$ cat src/rtl/r_num_pkg.sv
// r_num_pkg: shared sample-path defaults, sample type and width helper
package r_num_pkg;
    localparam int WIDTH_DEF = 3;
    localparam int DEPTH_DEF = 8;
    typedef logic [WIDTH_DEF-1:0] sample_t;
    function automatic int clog2(input int v);
        int r;
        r = 0;
        while ((1 << r) < v) r++;
        return r;
    endfunction
endpackage

$ cat src/rtl/r_num_ring.sv
// r_num_ring: circular sample storage with wrapping write pointer and age-indexed read
module r_num_ring
    import r_num_pkg::*;
#(
    parameter int WIDTH = WIDTH_DEF,
    parameter int DEPTH = DEPTH_DEF,
    parameter int AW    = clog2(DEPTH)
) (
    input  logic             clk,
    input  logic             rst,
    input  logic             clr,
    input  logic             en,
    input  logic [WIDTH-1:0] d,
    input  logic [AW-1:0]    rd_idx,
    output logic [WIDTH-1:0] rd_raw,
    output logic [WIDTH-1:0] evict
);
    logic [WIDTH-1:0] mem [DEPTH];
    logic [AW-1:0]    wp;
    logic [AW-1:0]    ra;
    // write pointer wraps naturally because DEPTH is a power of two
    always_ff @(posedge clk)
        wp <= (rst || clr) ? '0 : en ? wp + 1'b1 : wp;
    // storage is not reset; stale entries are masked by the fill count upstream
    always_ff @(posedge clk)
        if (en && !rst && !clr) mem[wp] <= d;
    // newest entry sits one behind the write pointer
    always_comb begin
        ra     = wp - 1'b1 - rd_idx;
        rd_raw = mem[ra];
        evict  = mem[wp];
    end
endmodule

$ cat src/rtl/r_num_hist.sv
// r_num_hist: sample history with fill count, running sum, average and change pulse
module r_num_hist
    import r_num_pkg::*;
#(
    parameter int WIDTH = WIDTH_DEF,
    parameter int DEPTH = DEPTH_DEF,
    localparam int AW   = clog2(DEPTH),
    localparam int SW   = WIDTH + AW
) (
    input  logic             clk,
    input  logic             rst,
    input  logic             en,
    input  logic             clr,
    input  logic [WIDTH-1:0] d,
    input  logic [AW-1:0]    rd_idx,
    output logic [WIDTH-1:0] q,
    output logic [WIDTH-1:0] rd_data,
    output logic [AW:0]      count,
    output logic             full,
    output logic [SW-1:0]    sum,
    output logic [WIDTH-1:0] avg,
    output logic             chg
);
    logic [WIDTH-1:0] rd_raw;
    logic [WIDTH-1:0] evict;
    logic [SW-1:0]    sum_n;
    logic [AW:0]      count_inc;
    r_num_ring #(.WIDTH(WIDTH), .DEPTH(DEPTH), .AW(AW)) u_ring (
        .clk    (clk),
        .rst    (rst),
        .clr    (clr),
        .en     (en),
        .d      (d),
        .rd_idx (rd_idx),
        .rd_raw (rd_raw),
        .evict  (evict)
    );
    // next running sum drops the evicted oldest entry only once the history is full
    always_comb begin
        count_inc = count + 1'b1;
        sum_n     = sum + SW'(d) - (full ? SW'(evict) : SW'(0));
        rd_data   = ({1'b0, rd_idx} < count) ? rd_raw : '0;
    end
    // aggregate state; rst and clr both wipe it, en captures, otherwise hold with chg low
    always_ff @(posedge clk) begin
        if (rst || clr) begin
            q     <= '0;
            count <= '0;
            full  <= 1'b0;
            sum   <= '0;
            avg   <= '0;
            chg   <= 1'b0;
        end else if (en) begin
            q     <= d;
            count <= full ? (AW+1)'(DEPTH) : count_inc;
            full  <= full || (count_inc >= (AW+1)'(DEPTH));
            sum   <= sum_n;
            avg   <= sum_n[SW-1:AW];
            chg   <= (count != '0) && (d != q);
        end else begin
            chg   <= 1'b0;
        end
    end
endmodule

$ cat config.mk
export PLATFORM = sky130hd
export DESIGN_NAME = r_num_hist
export DESIGN_NICKNAME = d
export VERILOG_FILES = /design/src/rtl/r_num_pkg.sv /design/src/rtl/r_num_ring.sv /design/src/rtl/r_num_hist.sv
export SDC_FILE = /design/constraint.sdc
export NUM_CORES = 1
export LEC_CHECK = 0
export CAP_MARGIN = 5
export CORE_MARGIN = 2
export CORE_UTILIZATION = 55
export CTS_CLUSTER_DIAMETER = 100
export DETAILED_ROUTE_END_ITERATION = 12
export PLACE_DENSITY = 0.82
export SLEW_MARGIN = 10
export SYNTH_ARGS = -nofsm -noshare
export SYNTH_HDL_FRONTEND = slang
export SYNTH_SLANG_ARGS = --single-unit
$ cat constraint.sdc
create_clock -name clk -period 8.25 [get_ports clk]
set_input_delay 2.0625 -clock clk [delete_from_list [all_inputs] [get_ports clk]]
set_output_delay 2.0625 -clock clk [all_outputs]
set_load 0.05 [all_outputs]
==> results, run 1 <==
- The sequential share of the synthesized area is 46.18%.
- The sequential power share is 52.4%.
- Once layout is complete, the utilization of the core stands at 65.52%.
- Of all flip-flops after synthesis, the portion carrying an async set or reset was 0%.
- The tree is rooted in a clkbuf_8.
- The deepest level of the CTS H-tree is 2.
- The power per cell area is 163.3 nW/µm².
- The critical-path maximum fanout is 3.
- The final net count is 260.
- The post-synthesis instance area is 2471 µm².
- After synthesis the netlist holds a flip-flop and latch count of 45.
- The CTS tree is done.
- In the synthesized netlist, the cells that appear most often are 24 x edfxtp_1, 23 x nor2_1, 21 x dfxtp_1, 21 x inv_1.
- The area enclosed by the die boundary is 5045 µm².
- The number of maximum-capacitance violations is 0.
- In this run the horizontal extent of the chip is 71.03 µm.
- The clock latency of the later-clocked register in the worst-skew pair is 290 ps.
- The type of origin of the critical path is an input port.
- Entering global routing, the biggest net connects 22 pins.
- The via count of the routed design is 1658.
- Setup violations remaining at the end of the flow were counted as 0.
- The DRC violation count after routing is 0.
- The clock-pin slew on the worst setup and hold paths is 80 ps.
- The setup path with the least slack is of type in2out.
- Across the routed clock network, the largest skew measured is 6.047 ps.
- The worst slew slack as a fraction of its limit is 39.08%.
- The number of synthesized flops with an enable pin is 24.
- The combined global-route utilization of all metal layers is 20.72%.
- The post-cts gate resize count is 0.
- Of the total power, combinational logic draws 19.0%.
- The number of antenna diodes in the final layout is 0.
- For met2 alone, demand over resource in global routing was 31.05%.
- The biggest cell delay along the critical path is 820 ps.
- The met3 usage in global routing is 3.989%.
- The worst path in the final design needs a cycle of 6823 ps, including I/O delays and setup.
- The total area inside the core boundary comes to 4354 µm².
- Cell internal power was estimated by the tool at 337.9 µW.
- The data required time at the worst endpoint is 6190 ps.
- The number of detailed-route iterations in the first pass is 4.
- The initial antenna violation count is 0.
- The global-route wire length before repair is 7838 µm.
- The run finished with clean final reports.
- The initial detailed-routing violation count is 112.
- For this design the total switching power over the nets is 128.0 µW.
- The final count of pins violating max slew is 0.
- Yosys instantiated no cell more often than edfxtp_1.
- The capturing element type of the critical path is a primary output.
- The die height is 71.03 µm.
- Adding up every negative setup slack in the final design gives 0 ps.
- The number of buffers and inverters on the critical path is 4.
- The post-synthesis average cell area is 11.94 µm².
- After global routing, the most crowded layer is met2.
- The fraction of post-synthesis cell area in the top cell type by area is 29.16%.
- By area the synthesized netlist is led by edfxtp_1 29%, dfxtp_1 17%, mux4_1 12%, ha_1 6.1%, mux2i_1 4.9%.
- The cell taking the most area after synthesis is edfxtp_1.
- The count of nets left with antenna violations once routing finished came out at 0.
- The slew of the pin with the lowest slew margin is 910.9 ps.
- The global-route congestion overflow total is 0.
- The largest voltage drop on the vdd net is 0.1161 mV.
- In this run, post-CTS hold repair placed 0 buffers.
- The critical path's slowest cell is clkdlybuf4s50_1.
- The analysis attributes to cell leakage a power of 1.040 nW.
- The global-route track usage on met1 is 29.17%.
- Setup slack on the critical path of the routed design comes to 1427 ps.
- The via count of the first global-routing pass is 1557.
- Fill cells in the final layout number 331.
- The last weighted congestion value of the routability-driven placer is 0.9130.
- Dividing the detail-routed wire length by the instance count gives 16.99 µm.
- The clock network fraction of design power is 28.6%.
- In this run switching power makes up 27.47% of total power.
- The path class of the tightest hold or removal check is reg2reg.
- The starting density of the core is 56.75%.
- At the placement stage, the worst setup path has a slack of 1413 ps.
- The data arrival time of the critical path is 4760 ps.
- The share of post-route cells with drive strength above 1 is 4.255%.
- The kind of cell with the highest combined delay along the critical path is buffers and inverters.
- The top-level I/O count is 31.
- In this run the core area contains 24 standard-cell rows.
- The number of post-CTS setup repair buffers is 0.
- Dividing the final minimum period by the clock period gives 82.71%.
- Setup repair after global routing left no endpoint under its margin.
- The total detailed-routing wirelength is 4877 µm.
- The count of synthesis-stage warnings from yosys is 0.
- The via density per instance is 5.777.
- The number of hold-slack violations in the final timing report is 0.
- Compared with the post-synthesis result, the final layout area differs by 15.44%.
- The number of instances in the synthesized netlist is 207.
- Port buffering added 30 buffers.
- In the synthesized netlist the dominant register cell turns out to be edfxtp_1.
- The maximum buffer depth of the clock tree is 2.
- Detailed placement finished with a half-perimeter wire length of 3763 µm.
- The number of clock buffers added by TritonCTS is 5.
- Walking the worst path, the cells encountered are clkdlybuf4s50_1 > inv_1 > ha_1 > inv_1 > fa_1 > xor2_1 > xnor2_1 > mux2i_1 > a21oi_1 > clkdlybuf4s50_1.
- The number of sinks on the clock net is 45.
- The synthesized netlist contains 40 unique library cells.
- The timing-limited maximum frequency is 0.1466 GHz.
- The number of nets in the synthesized netlist is 233.
## state kept, by name, indices dropped and copies added, names as in the netlist, named ones only
| register | cells |
|---|---|
| sum | 6 |
| chg | 1 |
| u_ring.mem | 24 |
| u_ring.wp | 3 |
| q | 3 |
| full | 1 |
| count | 4 |
## worst reg2reg max path, cell delays in order, from the launching register on
cell	delay [ps]
dfxtp_1	510
mux4_1	610
mux2i_1	180
nor2b_1	80
fa_1	550
inv_1	60
ha_1	300
a211oi_1	260
o2111ai_1	170
o211ai_1	180
mux2i_1	190
## cell families after synthesis
group,share of synthesized area [%]
buf+inv,6.126
fa+ha+maj,9.316
mux,17.47
xor+xnor,2.836
compound gates,6.988
flops,46.18
simple gates,11.09
## cells in the final DEF, fill, tap and decap left out
cell type | Yosys | layout
clkdlybuf4s50_1 | 0 | 30
edfxtp_1 | 24 | 24
nor2_1 | 23 | 23
inv_1 | 21 | 21
dfxtp_1 | 21 | 21
mux2i_1 | 12 | 12
ha_1 | 12 | 12
mux4_1 | 11 | 11
a21oi_1 | 9 | 9
nand2_1 | 7 | 7
nor2b_1 | 5 | 5
xor2_1 | 5 | 5
nand3_1 | 5 | 5
nor3_1 | 5 | 5
clkbuf_8 | 0 | 5
fa_1 | 4 | 4
nand2b_1 | 3 | 3
a21o_1 | 3 | 3
xnor2_1 | 3 | 3
a211oi_1 | 3 | 3
nand3b_1 | 2 | 2
o21a_1 | 2 | 2
o21ai_0 | 2 | 2
clkbuf_1 | 1 | 2
clkinv_1 | 1 | 1
or2_1 | 1 | 1
or3_4 | 1 | 1
nor3_2 | 1 | 1
mux4_2 | 1 | 1
o31ai_1 | 1 | 1
a211o_1 | 1 | 1
or2_2 | 1 | 1
or3_1 | 1 | 1
and2_1 | 1 | 1
o21bai_1 | 1 | 1
o311ai_0 | 1 | 1
o2111ai_1 | 1 | 1
o211ai_1 | 1 | 1
a311oi_1 | 1 | 1
clkinv_4 | 0 | 1
## stage by stage
stage	area, µm²	total power, mW	cells	hold WS, ps
after floorplan	2471	0.3136	207	567.9
after global placement	2768	0.3351	279	475.2
after detailed placement	2768	0.3380	279	484.8
after CTS	2853	0.4682	287	496.0
after global routing	2853	0.4859	287	555.2
final	2853	0.4659	287	494.8
## power by group through the flow
stage / clock (mW) / combinational [mW] / sequential [mW]
2_1_floorplan: 0 / 0.0562 / 0.257
3_3_place_gp: 0 / 0.0859 / 0.249
3_5_place_dp: 0 / 0.0886 / 0.249
4_1_cts: 0.135 / 0.0889 / 0.244
5_1_grt: 0.145 / 0.0963 / 0.245
6_report: 0.133 / 0.0885 / 0.244
## worst paths after layout
kind	cells past startpoint	slack, ps	from	end
setup reg to reg	10	5100	flip-flop	sum[5]$_SDFFE_PP0P_
setup / recovery	10	1430	rd_idx[0]	rd_data[1]
hold / removal	2	490	sum[5]$_SDFFE_PP0P_	sum[5]$_SDFFE_PP0P_
hold reg to reg	2	490	sum[5]$_SDFFE_PP0P_	sum[5]$_SDFFE_PP0P_
## area by class of cell
type	count	area (µm²)	share of cell area, %
Multi-Input combinational cell	130	1179	41.32
Sequential cell	45	1141	40.00
Timing Repair Buffer	30	300.3	10.53
Inverter	22	82.58	2.895
Clock buffer	7	76.32	2.675
Tap cell	52	65.06	2.281
Clock inverter	1	8.758	0.3070
## routing by layer
metal	up-vias	wire length [µm]
li1	799	-
met1	795	2283
met2	55	2250
met3	9	239
met4	0	103
met5	-	0
(Power assumes the default switching activity.)
==> run 2, diff against run 1 <==
- CORE_UTILIZATION: 55 -> 50
- PLACE_DENSITY: 0.82 -> 0.79
- clock period: 8.25 -> 5.6 ns (I/O delays scaled with it)
==> run 2 against run 1 <==
Largest power group unchanged. Critical path depth decreased by 1. Flip-flop and latch count unchanged. First-iteration DRC count decreased by 43%. Hold slack got worse by 6.6 ps. Global-route usage decreased by 1.5 points. Largest cell class unchanged. Critical endpoint is now rd_data[0]. Via count decreased by 1.3%. Sequential share of layout area decreased by 0.45 points.
==> results, run 2 (synthesis gave the netlist of run 1 again) <==
- The run finished with clean final reports.
- The path class of the tightest hold or removal check is reg2reg.
- The initial antenna violation count was 0.
- Summing all multi-input logic gate instances after layout gives 1179 µm².
- Dividing the final minimum period by the clock period gives 87.23%.
- Buffers placed on the I/O ports in this run total 30.
- The total area inside the core boundary comes to 4755 µm².
- Across all hold checks on the routed design, the worst slack comes to 488.2 ps.
- TritonCTS built the clock tree.
- The largest registers in the layout are u_ring.mem x24, sum x6, count x4.
- The most frequent standard cell in the layout excluding fill and tap cells is clkdlybuf4s50_1.
- The highest layer used for signal routing is met4.
- The total power is 685.2 µW.
- The shortest clock period the worst path allows after layout is 4885 ps.
- The data arrival time of the critical path is 3480 ps.
- In this run the static leakage power is 1.055 nW.
- Dividing the detail-routed wire length by the instance count gives 16.10 µm.
- The final route contains 1637 vias.
- The number of maximum-capacitance violations is 0.
- Across the whole layout, storage elements account for 1141 µm².
- The root buffer cell is clkbuf_8.
- The final layout contains routed wiring with a total length of 4909 µm.
- From bottom edge to top edge, the die measures 74.30 µm.
- The final net count is 263.
- Clock tree synthesis found a total of 45 sinks.
- The post-cts gate resize count is 0.
- The register with the most flip-flops is u_ring.mem.
- After clock tree synthesis, the clock-pin slew on the worst setup and hold paths is 80 ps.
- The first global-routing pass estimated 7645 µm of wire.
- The H-tree generated during clock tree synthesis spans 2 levels.
- The global-route congestion overflow total is 0.
- The area added between synthesis and finish is 16.76%.
- For the worst setup path, the data required time is 4200 ps.
- The number of hold-slack violations in the final timing report was 0.
- Clock tree synthesis inserted a total of 5 buffers.
- The via density per instance is 5.367.
- The share of post-route cells with drive strength above 1 is 6.723%.
- The worst slew slack as a fraction of its limit is 61.44%.
- STA classifies the critical path endpoint as a primary output.
- The initial detailed-routing violation count is 64.
- The area enclosed by the die boundary is 5520 µm².
- The count of antenna-violating nets left after detailed routing is 0.
- Before antenna repair, the detailed router went through 4 iterations.
- The last weighted congestion value of the routability-driven placer is 0.9409.
- The type of the worst setup path is in2out.
- Across the VDD grid, the largest voltage drop is 0.1106 mV.
- The diode insertion count for antenna repair is 0.
- The total length of routed met3 wires is 166 µm.
- The half-perimeter wire length of the detailed placement result is 3788 µm.
- Setup violations remaining at the end of the flow were counted as 0.
- The sum of negative setup slack is 0 ps.
- The timing-limited maximum frequency is 0.2047 GHz.
- The final count of pins violating max slew was 0.
- The number of hold buffers added after cts is 0.
- The largest net degree at the start of global routing is 22.
- At the pin with the least slew margin, the transition time is 578.4 ps.
- The critical path starts at rd_idx[0].
- The number of flip-flops in the largest register is 24.
- The beginning of the worst hold path is sum[5]$_SDFFE_PP0P_.
- For this run, design rule violations remaining after detail routing come to 0.
- The via count of the first global-routing pass is 1534.
- The worst slack after detailed placement is 722.3 ps.
- The clock latency of the later-clocked register in the worst-skew pair is 300 ps.
- The clock tree skew after final layout is 6.811 ps.
- Measured along the x axis, the die boundary spans 74.30 µm.
- The count of filler cells inserted in the layout is 395.
- The critical-path maximum fanout is 6.
- In the layout the commonest cells are 27 x clkdlybuf4s50_1, 24 x edfxtp_1, 23 x nor2_1.
- Setup repair after global routing left no endpoint under its margin.
- STA classifies the critical path startpoint as an input port.
- Once routing completed, OpenROAD measured the worst setup slack at 715.0 ps.
- For this design the top-level I/O count stands at 31.
- The combined global-route utilization of all metal layers is 19.23%.
- The detailed-routing wirelength on met1 is 2276 µm.
- The power per cell area is 237.5 nW/µm².
- In this run the post-CTS setup repair buffer count came out at 0.
- The placement row count is 25.
- The maximum buffer depth of the clock tree is 2.
- The initial utilization of the core area, before any placement, comes to 51.97%.
- The total length of routed met2 wires is 2346 µm.
-- run 2: cell count changes in the layout (fill, tap and decap cells not counted), sizes merged --
cell           delta
buf               +6
clkdlybuf4s50     -3
clkinv            -1
clkinvlp          +1
-- run 2: path summary, 6_finish.rpt --
| kind | end | slack (ps) | cells after the start |
|---|---|---|---|
| worst max register to register | sum[5]$_SDFFE_PP0P_ | 2420 | 10 |
| worst max-delay path | rd_data[0] | 720 | 9 |
| worst min-delay path | sum[5]$_SDFFE_PP0P_ | 490 | 2 |
| worst min register to register | sum[5]$_SDFFE_PP0P_ | 490 | 2 |
-- run 2: final cells by class --
class                      count  area share [%]
clock buffer                   7           2.645
clock inverter                 1          0.2602
inverter                      22           2.862
multi-input combinational    130           40.85
sequential                    45           39.55
tap                           67           2.905
timing repair buffer          33           10.93
-- run 2: power breakdown --
part           switching (mW)  internal (mW)  leakage (nW)  total, mW
clock network           0.106         0.0883        0.0385      0.195
logic                  0.0748         0.0563         0.630      0.131
registers             0.00678          0.353         0.387      0.359
-- run 2: routing by layer --
metal / vias up / GRT usage, %
met5: - / 0
met4: 0 / 8.929
met3: 11 / 4.878
met2: 32 / 30.56
met1: 791 / 24.96
li1: 803 / -
-- run 2: through the flow --
| step | cell area (µm²) | utilization, % | cells |
|---|---|---|---|
| 6_report | 2885 | 60.68 | 305 |
| 3_5_place_dp | 2801 | 58.92 | 297 |
| 4_1_cts | 2885 | 60.68 | 305 |
| 5_1_grt | 2885 | 60.68 | 305 |
| 2_1_floorplan | 2471 | - | 207 |
| 3_3_place_gp | 2801 | 58.92 | 297 |
-- run 2: worst max-delay path, cell delays in order --
cell,delay [ps]
clkdlybuf4s50_1,430
inv_1,70
ha_1,130
inv_1,50
fa_1,640
mux4_1,350
mux2i_1,160
a21oi_1,60
buf_4,200
==> patch, RTL diff (flow settings as in run 2) <==
Put one more register stage on the output `count`, without a reset. The value now appears one clock later. The other outputs are not delayed to match.
--- a/src/rtl/r_num_hist.sv
+++ b/src/rtl/r_num_hist.sv
@@ -21,6 +21,8 @@
     output logic [WIDTH-1:0] avg,
     output logic             chg
 );
+
+    logic [AW:0] count_s0;
     logic [WIDTH-1:0] rd_raw;
     logic [WIDTH-1:0] evict;
     logic [SW-1:0]    sum_n;
@@ -37,29 +39,33 @@
     );
     // next running sum drops the evicted oldest entry only once the history is full
     always_comb begin
-        count_inc = count + 1'b1;
+        count_inc = count_s0 + 1'b1;
         sum_n     = sum + SW'(d) - (full ? SW'(evict) : SW'(0));
-        rd_data   = ({1'b0, rd_idx} < count) ? rd_raw : '0;
+        rd_data   = ({1'b0, rd_idx} < count_s0) ? rd_raw : '0;
     end
     // aggregate state; rst and clr both wipe it, en captures, otherwise hold with chg low
     always_ff @(posedge clk) begin
         if (rst || clr) begin
             q     <= '0;
-            count <= '0;
+            count_s0 <= '0;
             full  <= 1'b0;
             sum   <= '0;
             avg   <= '0;
             chg   <= 1'b0;
         end else if (en) begin
             q     <= d;
-            count <= full ? (AW+1)'(DEPTH) : count_inc;
+            count_s0 <= full ? (AW+1)'(DEPTH) : count_inc;
             full  <= full || (count_inc >= (AW+1)'(DEPTH));
             sum   <= sum_n;
             avg   <= sum_n[SW-1:AW];
-            chg   <= (count != '0) && (d != q);
+            chg   <= (count_s0 != '0) && (d != q);
         end else begin
             chg   <= 1'b0;
         end
     end
+    always_ff @(posedge clk) begin
+        count <= count_s0;
+    end
+
 endmodule
 
Behaviour: not the same (Yosys sat finds a counterexample within 4 cycles, from zero or initial values).
==> patch against run 2 <==
- power grew 13%
- sequential cell count up 4
- synthesized area up 5.4%
- worst hold slack worse by 0.063 ns
- wire length up 6.8%
- critical path type unchanged
- design area grew 6.3%
- largest power group unchanged
- clock skew rose by 0.0052 ns
- worst setup slack got worse by 0.49 ns
- die area grew 5.1%
==> patch: results <==
[run_status]
status = "finished clean"

[logic_synthesis]
synthMuxAreaShare_pct = 13.4
ys_seq_area_share_pct = 46.9
synthTopCellsByArea = "edfxtp_1 (28%), dfxtp_1 (19%), mux4_2 (7.8%)"
syn_nets = 255
synth_compound_area_share_pct = 9.66
yosysWarnings = 0
yosys-top-cells-count = "nor2_1 (29), dfxtp_1 (25), edfxtp_1 (24), inv_1 (22), ha_1 (12)"
dominantRegCellSynth = "dfxtp_1"
syn_area_per_cell_sq_um = 11.4
async_reset_ff_share_pct = 0
synth_cell_type_count = 42
synthXorXnorAreaFrac_pct = 3.65
synthAdderAreaFrac_pct = 8.84
synth_edf_count = 24
synth_top_family_by_area = "multiplexers"

[power_and_ir_drop]
swShare_pct = 26.5
p_leak_nw = 1.12
peakVddDrop_uv = 112

[finish]
drive_gt1_share_pct = 10.1
fin_nets = 283
n_fill_cell = 435
reg.largest.list = "u_ring.mem: 24 flops, sum: 6 flops"
area_growth_pct = 17.8
n_antenna_cell = 0

[drt]
drt_iter0_drc = 156
drt_wl_total_microns = 5240
wl_per_cell_microns = 16.0
top_layer_used = "met4"
vias_per_cell = 5.45
drtAntennaViolNets = 0
dr.pass1.iters = 4
wl_met1_microns = 2410
route.met2.wl_microns = 2460
met3_length_microns = 286

[placed_design]
finalWeightedCongestion = 0.820
hpwlAfterDp_microns = 3890
place_inst = 320
dp_slack_ns = 0.211
placed_cell_area_sq_mm = 0.00295
io_buffers = 30

[worst_setup_path]
critPathArrivalTime_ns = 3.98
crit_path_max_fanout = 10
max_stage_delay_ns = 0.69
slowest_stage = "clkdlybuf4s50_1"

[clocking]
cts_buffers = 5
cts_setup_buffers = 0
cts_resized = 0
cts.path.max_buffers = 2
htreeDepth = 2
clockRootBuffer = "clkbuf_8"

[grt]
first_global_vias = 1754
antenna_found_initial = 0
globalRouteTotalUtil_pct = 19.2
grt_pass1_wl_microns = 8660

[min_path]
min-delay-path-class = "flop to flop"

[sta]
tightest_slew_ns = 0.888
hold_viol = 0
finClkSkew_ns = 0.0120
patch: path summary, 6_finish.rpt:
| kind | startpoint | to | slack, ns | depth (start not counted) |
|---|---|---|---|---|
| setup / recovery | rd_idx[0] | rd_data[1] | 0.22 | 7 |
| setup reg to reg | flop | sum[5] | 2.20 | 10 |
| hold reg to reg | count_s0[3] | count[3] | 0.43 | 0 |
| hold / removal | count_s0[3] | count[3] | 0.43 | 0 |
patch: layer usage:
layer | vias to the layer above | global-route usage [%]
li1 | 870 | -
met1 | 853 | 26.1
met2 | 59 | 31.1
met3 | 7 | 3.55
met4 | 0 | 6.73
met5 | - | 0
patch: power groups by stage:
stage | Combinational (mW) | Clock (mW) | Sequential, mW
floorplan | 0.0870 | 0 | 0.409
global placement | 0.136 | 0 | 0.398
detailed placement | 0.140 | 0 | 0.398
CTS | 0.141 | 0.246 | 0.390
global route | 0.152 | 0.260 | 0.391
finish | 0.141 | 0.244 | 0.389
patch: kinds of logic (layout without fill, tap and decap cells):
| group | count (synthesis) | after routing |
|---|---|---|
| buffers and inverters | 33 | 62 |
| flip-flops | 49 | 49 |
| AO/OA/AOI/OAI | 34 | 34 |
| XOR/XNOR | 9 | 9 |
| AND/OR/NAND/NOR | 67 | 67 |
| adder cells (fa/ha/maj) | 16 | 16 |
| multiplexers | 21 | 21 |
patch: final cells by class:
type / instances / area share, %
multi-input combinational: 147 / 40.5
sequential: 49 / 39.8
clock inverter: 1 / 0.204
timing repair buffer: 31 / 10.3
tap: 70 / 2.86
clock buffer: 7 / 3.51
inverter: 23 / 2.82
patch: worst max-delay path, delay by kind of cell:
family | cells | cell delay [ns]
adder cells (fa/ha/maj) | 1 | 0.54
buffers and inverters | 3 | 1.20
multiplexers | 2 | 0.76
AND/OR/NAND/NOR | 1 | 0.07
